<file path="src/rtl/ldm_stm_sequencer.sv">
// ldm_stm_sequencer: walks an LDM/STM register list lowest-first, issuing one
// word access per listed register on a req/ack port, with optional base
// writeback after the last transfer.
// Optional build macro LDM_STM_PC_LOAD_EN adds the pc_loaded output, which
// flags a load of R15 so that fetch can flush and redirect.
module ldm_stm_sequencer #(
  parameter int unsigned ADDR_W     = 32,
  parameter int unsigned DATA_W     = 32,
  parameter int unsigned WORD_BYTES = 4
) (
  input  logic              clock,
  input  logic              reset,
  input  logic              start,
  input  logic              is_load,
  input  logic              up,
  input  logic              pre,
  input  logic              wback,
  input  logic [15:0]       reg_list,
  input  logic [3:0]        base_reg,
  input  logic [ADDR_W-1:0] base_addr,
  output logic              busy,
  output logic              done,
  output logic              mem_req,
  output logic              mem_we,
  output logic [ADDR_W-1:0] mem_addr,
  output logic [DATA_W-1:0] mem_wdata,
  input  logic              mem_ack,
  input  logic [DATA_W-1:0] mem_rdata,
  output logic [3:0]        rf_read_num,
  input  logic [DATA_W-1:0] rf_read_data,
  output logic [3:0]        rf_write_num,
  output logic [DATA_W-1:0] rf_write_data,
  output logic              rf_regwrite
`ifdef LDM_STM_PC_LOAD_EN
  ,
  output logic              pc_loaded
`endif
);

  typedef enum logic [1:0] {ST_IDLE, ST_XFER, ST_WB, ST_DONE} state_t;

  state_t            state_q, state_d;
  logic [15:0]       list_q, list_d;
  logic [ADDR_W-1:0] addr_q, addr_d;
  logic [ADDR_W-1:0] final_q, final_d;
  logic [3:0]        base_reg_q, base_reg_d;
  logic              load_q, load_d;
  logic              wb_q, wb_d;
  logic              req_q, req_d;
`ifdef LDM_STM_PC_LOAD_EN
  logic              pc_q, pc_d;
`endif

  logic [4:0]        count;
  logic [ADDR_W-1:0] stride, span, start_addr, end_addr;
  logic [15:0]       list_rest;
  logic [3:0]        cur_reg;

  function automatic logic [3:0] lowest_bit(input logic [15:0] v);
    logic [3:0] r;
    r = 4'd0;
    for (int i = 15; i >= 0; i--) begin
      if (v[i]) r = 4'(i);
    end
    return r;
  endfunction

  // Register count and the first/final addresses for the requested mode
  always_comb begin
    count = 5'd0;
    for (int i = 0; i < 16; i++) begin
      count = count + 5'(reg_list[i]);
    end
    stride = ADDR_W'(WORD_BYTES);
    span   = ADDR_W'(count) * stride;
    case ({up, pre})
      2'b10:   start_addr = base_addr;
      2'b11:   start_addr = base_addr + stride;
      2'b00:   start_addr = base_addr - span + stride;
      default: start_addr = base_addr - span;
    endcase
    end_addr = up ? (base_addr + span) : (base_addr - span);
  end

  // Current register is the lowest remaining bit; list_rest drops it
  always_comb begin
    list_rest = list_q & (list_q - 16'd1);
    cur_reg   = lowest_bit(list_q);
  end

  // State and datapath registers; reset aborts any operation in flight
  always_ff @(posedge clock or posedge reset) begin
    if (reset) begin
      state_q    <= ST_IDLE;
      list_q     <= 16'd0;
      addr_q     <= '0;
      final_q    <= '0;
      base_reg_q <= 4'd0;
      load_q     <= 1'b0;
      wb_q       <= 1'b0;
      req_q      <= 1'b0;
`ifdef LDM_STM_PC_LOAD_EN
      pc_q       <= 1'b0;
`endif
    end else begin
      state_q    <= state_d;
      list_q     <= list_d;
      addr_q     <= addr_d;
      final_q    <= final_d;
      base_reg_q <= base_reg_d;
      load_q     <= load_d;
      wb_q       <= wb_d;
      req_q      <= req_d;
`ifdef LDM_STM_PC_LOAD_EN
      pc_q       <= pc_d;
`endif
    end
  end

  // Next state: latch the command, then step one access per ack
  always_comb begin
    state_d    = state_q;
    list_d     = list_q;
    addr_d     = addr_q;
    final_d    = final_q;
    base_reg_d = base_reg_q;
    load_d     = load_q;
    wb_d       = wb_q;
    req_d      = req_q;
`ifdef LDM_STM_PC_LOAD_EN
    pc_d       = pc_q;
`endif
    case (state_q)
      ST_IDLE: begin
        if (start) begin
          list_d     = reg_list;
          addr_d     = start_addr;
          final_d    = end_addr;
          base_reg_d = base_reg;
          load_d     = is_load;
          wb_d       = wback && !(is_load && reg_list[base_reg]);
`ifdef LDM_STM_PC_LOAD_EN
          pc_d       = is_load && reg_list[15];
`endif
          if (count == 5'd0) begin
            state_d = ST_DONE;
            req_d   = 1'b0;
          end else begin
            state_d = ST_XFER;
            req_d   = 1'b1;
          end
        end
      end
      ST_XFER: begin
        if (req_q) begin
          if (mem_ack) begin
            list_d = list_rest;
            addr_d = addr_q + stride;
            req_d  = 1'b0;
            if (list_rest == 16'd0) begin
              state_d = wb_q ? ST_WB : ST_DONE;
            end
          end
        end else begin
          req_d = 1'b1;
        end
      end
      ST_WB:   state_d = ST_DONE;
      default: state_d = ST_IDLE;
    endcase
  end

  // Outputs decoded from state; load write-back and store data follow the ack/RF combinationally
  always_comb begin
    busy          = (state_q != ST_IDLE);
    done          = (state_q == ST_DONE);
    mem_req       = 1'b0;
    mem_we        = 1'b0;
    mem_addr      = '0;
    mem_wdata     = '0;
    rf_read_num   = 4'd0;
    rf_write_num  = 4'd0;
    rf_write_data = '0;
    rf_regwrite   = 1'b0;
`ifdef LDM_STM_PC_LOAD_EN
    pc_loaded     = (state_q == ST_DONE) && pc_q;
`endif
    if (state_q == ST_XFER && req_q) begin
      mem_req  = 1'b1;
      mem_addr = addr_q;
      mem_we   = !load_q;
      if (!load_q) begin
        rf_read_num = cur_reg;
        mem_wdata   = rf_read_data;
      end else if (mem_ack) begin
        rf_regwrite   = 1'b1;
        rf_write_num  = cur_reg;
        rf_write_data = mem_rdata;
      end
    end else if (state_q == ST_WB) begin
      rf_regwrite   = 1'b1;
      rf_write_num  = base_reg_q;
      rf_write_data = DATA_W'(final_q);
    end
  end

endmodule

</file>
<file path="config.mk">
export PLATFORM = sky130hd
export DESIGN_NAME = ldm_stm_sequencer
export DESIGN_NICKNAME = d
export VERILOG_FILES = /design/src/rtl/ldm_stm_sequencer.sv
export SDC_FILE = /design/constraint.sdc
export NUM_CORES = 1
export LEC_CHECK = 0
export ABC_AREA = 0
export CAP_MARGIN = 10
export CORE_ASPECT_RATIO = 0.7
export CORE_MARGIN = 5
export CORE_UTILIZATION = 51
export CTS_BUF_LIST = sky130_fd_sc_hd__clkbuf_4
export DETAILED_ROUTE_END_ITERATION = 8
export PLACE_DENSITY_LB_ADDON = 0.12
export SLEW_MARGIN = 5
export SYNTH_ARGS = -nofsm -noshare
export SYNTH_HDL_FRONTEND = slang
export SYNTH_SLANG_ARGS = --single-unit
</file>
<file path="constraint.sdc">
create_clock -name clock -period 3.71 [get_ports clock]
set_input_delay 0.742 -clock clock [delete_from_list [all_inputs] [get_ports clock]]
set_output_delay 0.742 -clock clock [all_outputs]
set_load 0.01 [all_outputs]
</file>
Word-level counts from Yosys, hierarchy flattened
Index checks and enable logic that the tools add are counted.
- input bits: 124
- word-level logic and storage cells: 114
- flip-flop bits (word level): 89
- equality and inequality tests: 9
- reductions and logical operators: 15
- $add $sub $neg: 21
- order comparisons: 1
- bitwise operators: 1
- mux-type cells: 59
- operator list (cell ; count):
    $mux W32 ; 11
    $add A32 B3 Y32 const B ; 3
    $pmux W32 S3 ; 1
    $mux W4 ; 22
    $pmux W32 S2 ; 1
    $add A5 B1 Y5 ; 11
    $mux W16 ; 3
    $add A32 B7 Y32 ; 1
    $pmux W16 S2 ; 1
    $sub A32 B7 Y32 ; 1
    $and A16 B16 Y16 ; 1
    $logic_not A16 Y1 ; 1
    $sub A16 B1 Y16 const B ; 1
    $mux W1 ; 12
    $mux W2 ; 5
    $eq A2 B2 Y1 const B ; 4
    $ne A2 B2 Y1 const B ; 4
    $reduce_and A4 Y1 ; 2
    $pmux W2 S3 ; 1
    $add A4 B1 Y5 ; 1
    $logic_not A5 Y1 ; 1
    $lt A4 B5 Y1 const B ; 1
    $add A3 B1 Y4 ; 1
    $bmux W1 S4 ; 1
    other kinds (9) ; 15

Longest topological paths before layout
- depth in word-level cells: 20
- depth in mapped cells: 26
- depth with buffers taken out: 23

Least setup slack after synthesis
No wires, ideal clock.
- kind: input to register
- from: input reg_list[0]
- to: register addr_q[24]
- setup slack: -3.230 ns
- library setup time: 0.124 ns
- stages: 23
- path buffers: 2
- arrival time: 6.816 ns
- cells stage by stage: inv_1 > fa_1 > fa_1 > fa_1 > fa_1 > inv_1 > ha_1 > a21o_1 > a21oi_1 > xor2_1 > inv_1 > ha_1 > buf_2 > and2b_1 > a211oi_2 > o21ai_0 > a222oi_1 > nand4_2 > or4_1 > buf_2 > nor2b_2 > mux2_1 > o31a_1
- word-level cells in the longest chain between the ends: 20
- ends and longest elaborated chain (element ; RTL line ; text):
    from (decl) ; 18 ; input logic [15:0] reg_list,
    $add A1 B1 Y2 * ; 72 ; count = count + 5'(reg_list[i]);
    $add A2 B1 Y3 * ; 72 ;
    $add A3 B1 Y4 * ; 72 ;
    $add A4 B1 Y5 * ; 72 ;
    $add A5 B1 Y5 * (11 in a row) ; 72 ;
    $sub A32 B7 Y32 * ; 79, 80 ;
    $add A32 B3 Y32 ; 79 ; 2'b00: start_addr = base_addr - span + stride;
    $pmux W32 S3 * ; 76 ; case ({up, pre})
    $mux W32 * ; 135 ; if (start) begin
    $pmux W32 S2 * ; 133 ; case (state_q)
    to (signal assigned) ; 108 ; addr_q <= addr_d;
    to (decl) ; 44 ; logic [ADDR_W-1:0] addr_q, addr_d;
Mark *: on every way between the ends. The rest lies on a longest branch, timed or not. The select of a mux whose other input is x is not followed.
A chain may end at the register's enable or synchronous reset.

Final worst setup path
- from: input reg_list[3]
- to: register addr_q[31]
- word-level cells in the longest chain between the ends: 18
- ends and longest elaborated chain (element ; RTL line):
    $add A3 B1 Y4 * ; 72
    $add A4 B1 Y5 * ; 72
    $add A5 B1 Y5 * (11 in a row) ; 72
    $sub A32 B7 Y32 * ; 79, 80
    $add A32 B3 Y32 ; 79
    $pmux W32 S3 * ; 76
    $mux W32 * ; 135
    $pmux W32 S2 * ; 133
Marks and branches as above.

==> summary by stage <==
Synthesis
The share of synthesized cell area in and, or, nand and nor gates is 27.46%. The netlist area before placement is 9678 um2. The async set-reset flop share out of synthesis is 100.0%. Of the total synthesized cell area, the portion taken by XOR and XNOR cells is 7.149%. The synthesized design devotes to its leading area cell type 23.01% of total area. Counting flops and latches in the post-synthesis netlist gives 89. The compound-gate portion of the synthesized area is 26.19%.

After Yosys synthesis, full adders, half adders and majority gates account for 5.947% of the synthesized area. The number of synthesized flops with an enable pin is 0. The number of distinct standard cells referenced by the synthesized netlist is 84. Of the synthesized area, sequential elements account for 23.01%. After synthesis, the largest family of logic cells by area is simple AND/OR/NAND/NOR gates. In the synthesized netlist, mux cells make up 3.504% of the area.

Summed over all instances, the cell type with the most area after synthesis is sky130_fd_sc_hd__dfrtp_1. The number of nets handed over by synthesis was 1466. Yosys printed 0 warnings. A synthesized cell averages 7.422 um2. In the post-synthesis netlist, the biggest area contributors are sky130_fd_sc_hd__dfrtp_1 23%, sky130_fd_sc_hd__o21ai_0 5.7%, sky130_fd_sc_hd__xnor2_1 5.3%, sky130_fd_sc_hd__nand2_1 5.3%, sky130_fd_sc_hd__a21oi_1 4.4%.

The number of cells produced by synthesis is 1304. The most used flip-flop cell after synthesis is sky130_fd_sc_hd__dfrtp_1.

Final layout
The net count of the finished layout is 1915. Leaving out fill and tap cells, the most frequent cell in the layout is sky130_fd_sc_hd__buf_4. The number of antenna diodes in the final layout is 0.

The area growth from synthesis to layout is 64.14%. Leaving out fill and tap cells, the most frequent cells in the layout are 248 x sky130_fd_sc_hd__buf_4, 221 x sky130_fd_sc_hd__clkdlybuf4s50_1, 128 x sky130_fd_sc_hd__nand2_1. Cells fill 84.67% of the core in the end.

The fraction of final layout cells with drive strength greater than 1 is 31.40%. Summing all non-filler instances in the final layout gives an area of 15890 um2.

Setup path
The worst setup path is launched from a primary input. By startpoint and endpoint, the worst setup path is classified as primary input to register. The slowest stage of the critical path belongs to the cell sky130_fd_sc_hd__fa_1.

For the worst setup path, the data required time is 4.19 ns. STA classifies the critical path endpoint as a register. The data arrival time of the critical path is 6.93 ns. The maximum cell stage delay along the critical path is 0.57 ns. Of all nets on the critical path, the largest fanout is 6.

Power
The switching power total is 0.005501 W. The logic gate share of total power is 76.7%. VDD sags by at most 0.4550 mV.

The net switching share of the total power is 49.24%. Internal power comes to 0.005670 W. In this run, flip-flops and latches consume 18.2% of the power.

For this design the static power due to leakage is 6.548 nW. The clock network burns 5.2% of the power. The power per unit of standard cell area is 703.3 nW/um2.

CTS
The CTS sink count is 89. The total clock buffers created by CTS is 9. The register clock-pin slew on the reported worst setup and hold paths is 0.17 ns.

The H-tree depth reported by CTS is 3. The total of hold buffers inserted after clock tree synthesis is 0. At the later pin of the worst-skew pair, clock insertion delay measures 0.52 ns. The clock passes through at most 2 buffers. The master cell of the clock root buffer is sky130_fd_sc_hd__clkbuf_4. The CTS tree is yes.

Detailed routing
The number of vias per cell after detailed routing is 6.373. The number of nets still failing antenna checks after routing is 0. The final routed DRC violation total is 0. The number of DRC markers in iteration 0 is 1527. The total vias in the final route is 12750. The detail-routed net length per standard cell is 21.91 um. Wires add up to 43820 um. The first-pass iteration count of the detailed router is 5.

Place
The half-perimeter wire length of the detailed placement result is 30590 um. In this run the cell area measured after placement is 14330 um2. In this run the tool buffered the top-level ports with 232 buffer cells. The pre-CTS worst setup slack is -3.780 ns. The congestion estimate from routability-driven global placement came to 0.9983.

Outcome
The final reports fail on negative setup slack. The flow ran to the end, but the final reports show violations.

Floorplanning
The floorplan die height is 125.3 um. The core region is 18760 um2. Row generation in the floorplan step produced 42 rows.

The die covers 21880 um2. The overall die width is 174.7 um. The number of primary I/O pins is 233. The initial standard-cell utilization of the core is 51.59%.

Run
The tool flagged a number of max-cap violations equal to 0.

STA
After layout, the worst path uses 173.8% of the clock period. The routed design could run at a clock period as short as 6.450 ns. For the pin with the worst max-slew slack, the measured transition is 0.9374 ns. The final setup skew is 0.02935 ns. Setup total negative slack on the finished layout was measured at -113.34 ns. The count of final hold-check violations is 0. Across all setup checks in the final design, the least slack found is -2.740 ns. Setup repair after global routing could not meet its margin everywhere. The final-report max-slew violation count is 0. The highest attainable clock frequency is 155.1 MHz. Setup violations remaining at the end of the flow were counted as 61. In this run the tightest slew margin relative to its limit is 37.06%.

Global route
The number of antenna violations at the first check in global routing is 0. The first global-routing pass estimated 62930 um of wire. The global-route total usage across every layer is 35.37%. Entering global routing, the biggest net connects 85 pins. The via count of the first global-routing pass was 11580. Summed over all layers, the global routing overflow is 0.

Hold path
The path class of the tightest hold or removal check is register to register.
worst max-delay path, delay by kind of cell:
family,cells,cell delay (ns)
AO/OA/AOI/OAI,3,0.75
adder cells (fa/ha/maj),7,2.79
XOR/XNOR,1,0.21
buffers and inverters,8,0.79
AND/OR/NAND/NOR,6,1.64
cell type report:
cell class,instances,area (um2)
clock inverter,6,48.80
tap,242,302.8
timing repair buffer,537,4917
timing repair inverter,1,7.507
clock buffer,10,75.07
fill,1091,2875
sequential,89,2230
inverter,71,286.5
multi-input combinational,1044,8018
stage by stage:
stage          total power [W]  hold slack, ns  std cells
4_1_cts                0.01010          0.5026       1980
5_1_grt                0.01173          0.5221       2000
2_1_floorplan         0.006000          0.4413       1304
3_5_place_dp          0.009016          0.4671       1939
3_3_place_gp          0.008817          0.4550       1939
6_report               0.01117          0.5067       2000
routing by layer:
layer / part of all wire [%] / global-route usage, % / vias to the layer above
met3: 11 / 6.639 / 161
met4: 3.7 / 10.43 / 0
met1: 40 / 50.84 / 6113
li1: - / - / 5623
met5: 0 / 0 / -
met2: 45 / 54.50 / 849
synth_stat cells, types with 6 or more instances:
cell                       instances
sky130_fd_sc_hd__fa_1             12
sky130_fd_sc_hd__or4_1             7
sky130_fd_sc_hd__nand3_1          38
sky130_fd_sc_hd__nand4_1          16
sky130_fd_sc_hd__nand4b_1          6
sky130_fd_sc_hd__nor2_1           94
sky130_fd_sc_hd__xor2_1           20
sky130_fd_sc_hd__buf_2             8
sky130_fd_sc_hd__and2_1           47
sky130_fd_sc_hd__a22o_1           34
sky130_fd_sc_hd__or3_1            14
sky130_fd_sc_hd__a21oi_1          86
sky130_fd_sc_hd__o32ai_1           6
sky130_fd_sc_hd__inv_1            70
sky130_fd_sc_hd__xnor2_1          59
sky130_fd_sc_hd__nand2_1         137
sky130_fd_sc_hd__o22ai_1          30
sky130_fd_sc_hd__o21ai_0         110
sky130_fd_sc_hd__nand2b_1          8
sky130_fd_sc_hd__a22oi_1           6
sky130_fd_sc_hd__a211oi_1         18
sky130_fd_sc_hd__a21o_1           13
sky130_fd_sc_hd__or2_2             6
sky130_fd_sc_hd__nor3_1           36
sky130_fd_sc_hd__nor2b_1           9
sky130_fd_sc_hd__clkbuf_1         83
sky130_fd_sc_hd__dfrtp_1          89
sky130_fd_sc_hd__and3_1           46
sky130_fd_sc_hd__nor4_1           20
sky130_fd_sc_hd__a31oi_1          23
sky130_fd_sc_hd__buf_1             9
sky130_fd_sc_hd__ha_1             26
sky130_fd_sc_hd__mux2_2           11
sky130_fd_sc_hd__mux2i_1           8
sky130_fd_sc_hd__o31ai_1          10
kinds of logic after synthesis:
family / after synthesis
compound gates: 389
simple gates: 511
mux: 26
fa+ha+maj: 39
buf+inv: 171
xor+xnor: 79
flops: 89
timing repair:
action                                  in CTS  in global routing
buffers inserted                            28                 25
resized for setup                          157                122
pin swaps                                   67                 85
gates cloned                                 0                  1
endpoints found under the setup margin      65                101
flip-flops by register name (all words and copies together) (netlist names):
| signal | flops |
|---|---|
| addr_q | 32 |
| state_q | 2 |
| load_q | 1 |
| req_q | 1 |
| list_q | 16 |
| final_q | 32 |
| base_reg_q | 4 |
| wb_q | 1 |
final timing paths:
check | from | end | slack, ns | cells past startpoint
max | reg_list[3] | addr_q[31] | -2.74 | 25
min | final_q[16] | final_q[16] | 0.51 | 2
max reg2reg | state_q[1] | addr_q[31] | 0.47 | 10
min reg2reg | final_q[16] | final_q[16] | 0.51 | 2
max in group asynchronous | reset | addr_q[9] | 2.32 | 3
min in group asynchronous | reset | final_q[1] | 0.63 | 2
power by group through the flow:
stage,clock [W],combinational (W),sequential (W)
floorplan,0,0.00422,0.00178
global placement,0,0.00684,0.00197
detailed placement,0,0.00701,0.00200
CTS,0.000573,0.00755,0.00198
global route,0.000619,0.00902,0.00209
finish,0.000579,0.00856,0.00203
Power figures use the tool's default switching activity.
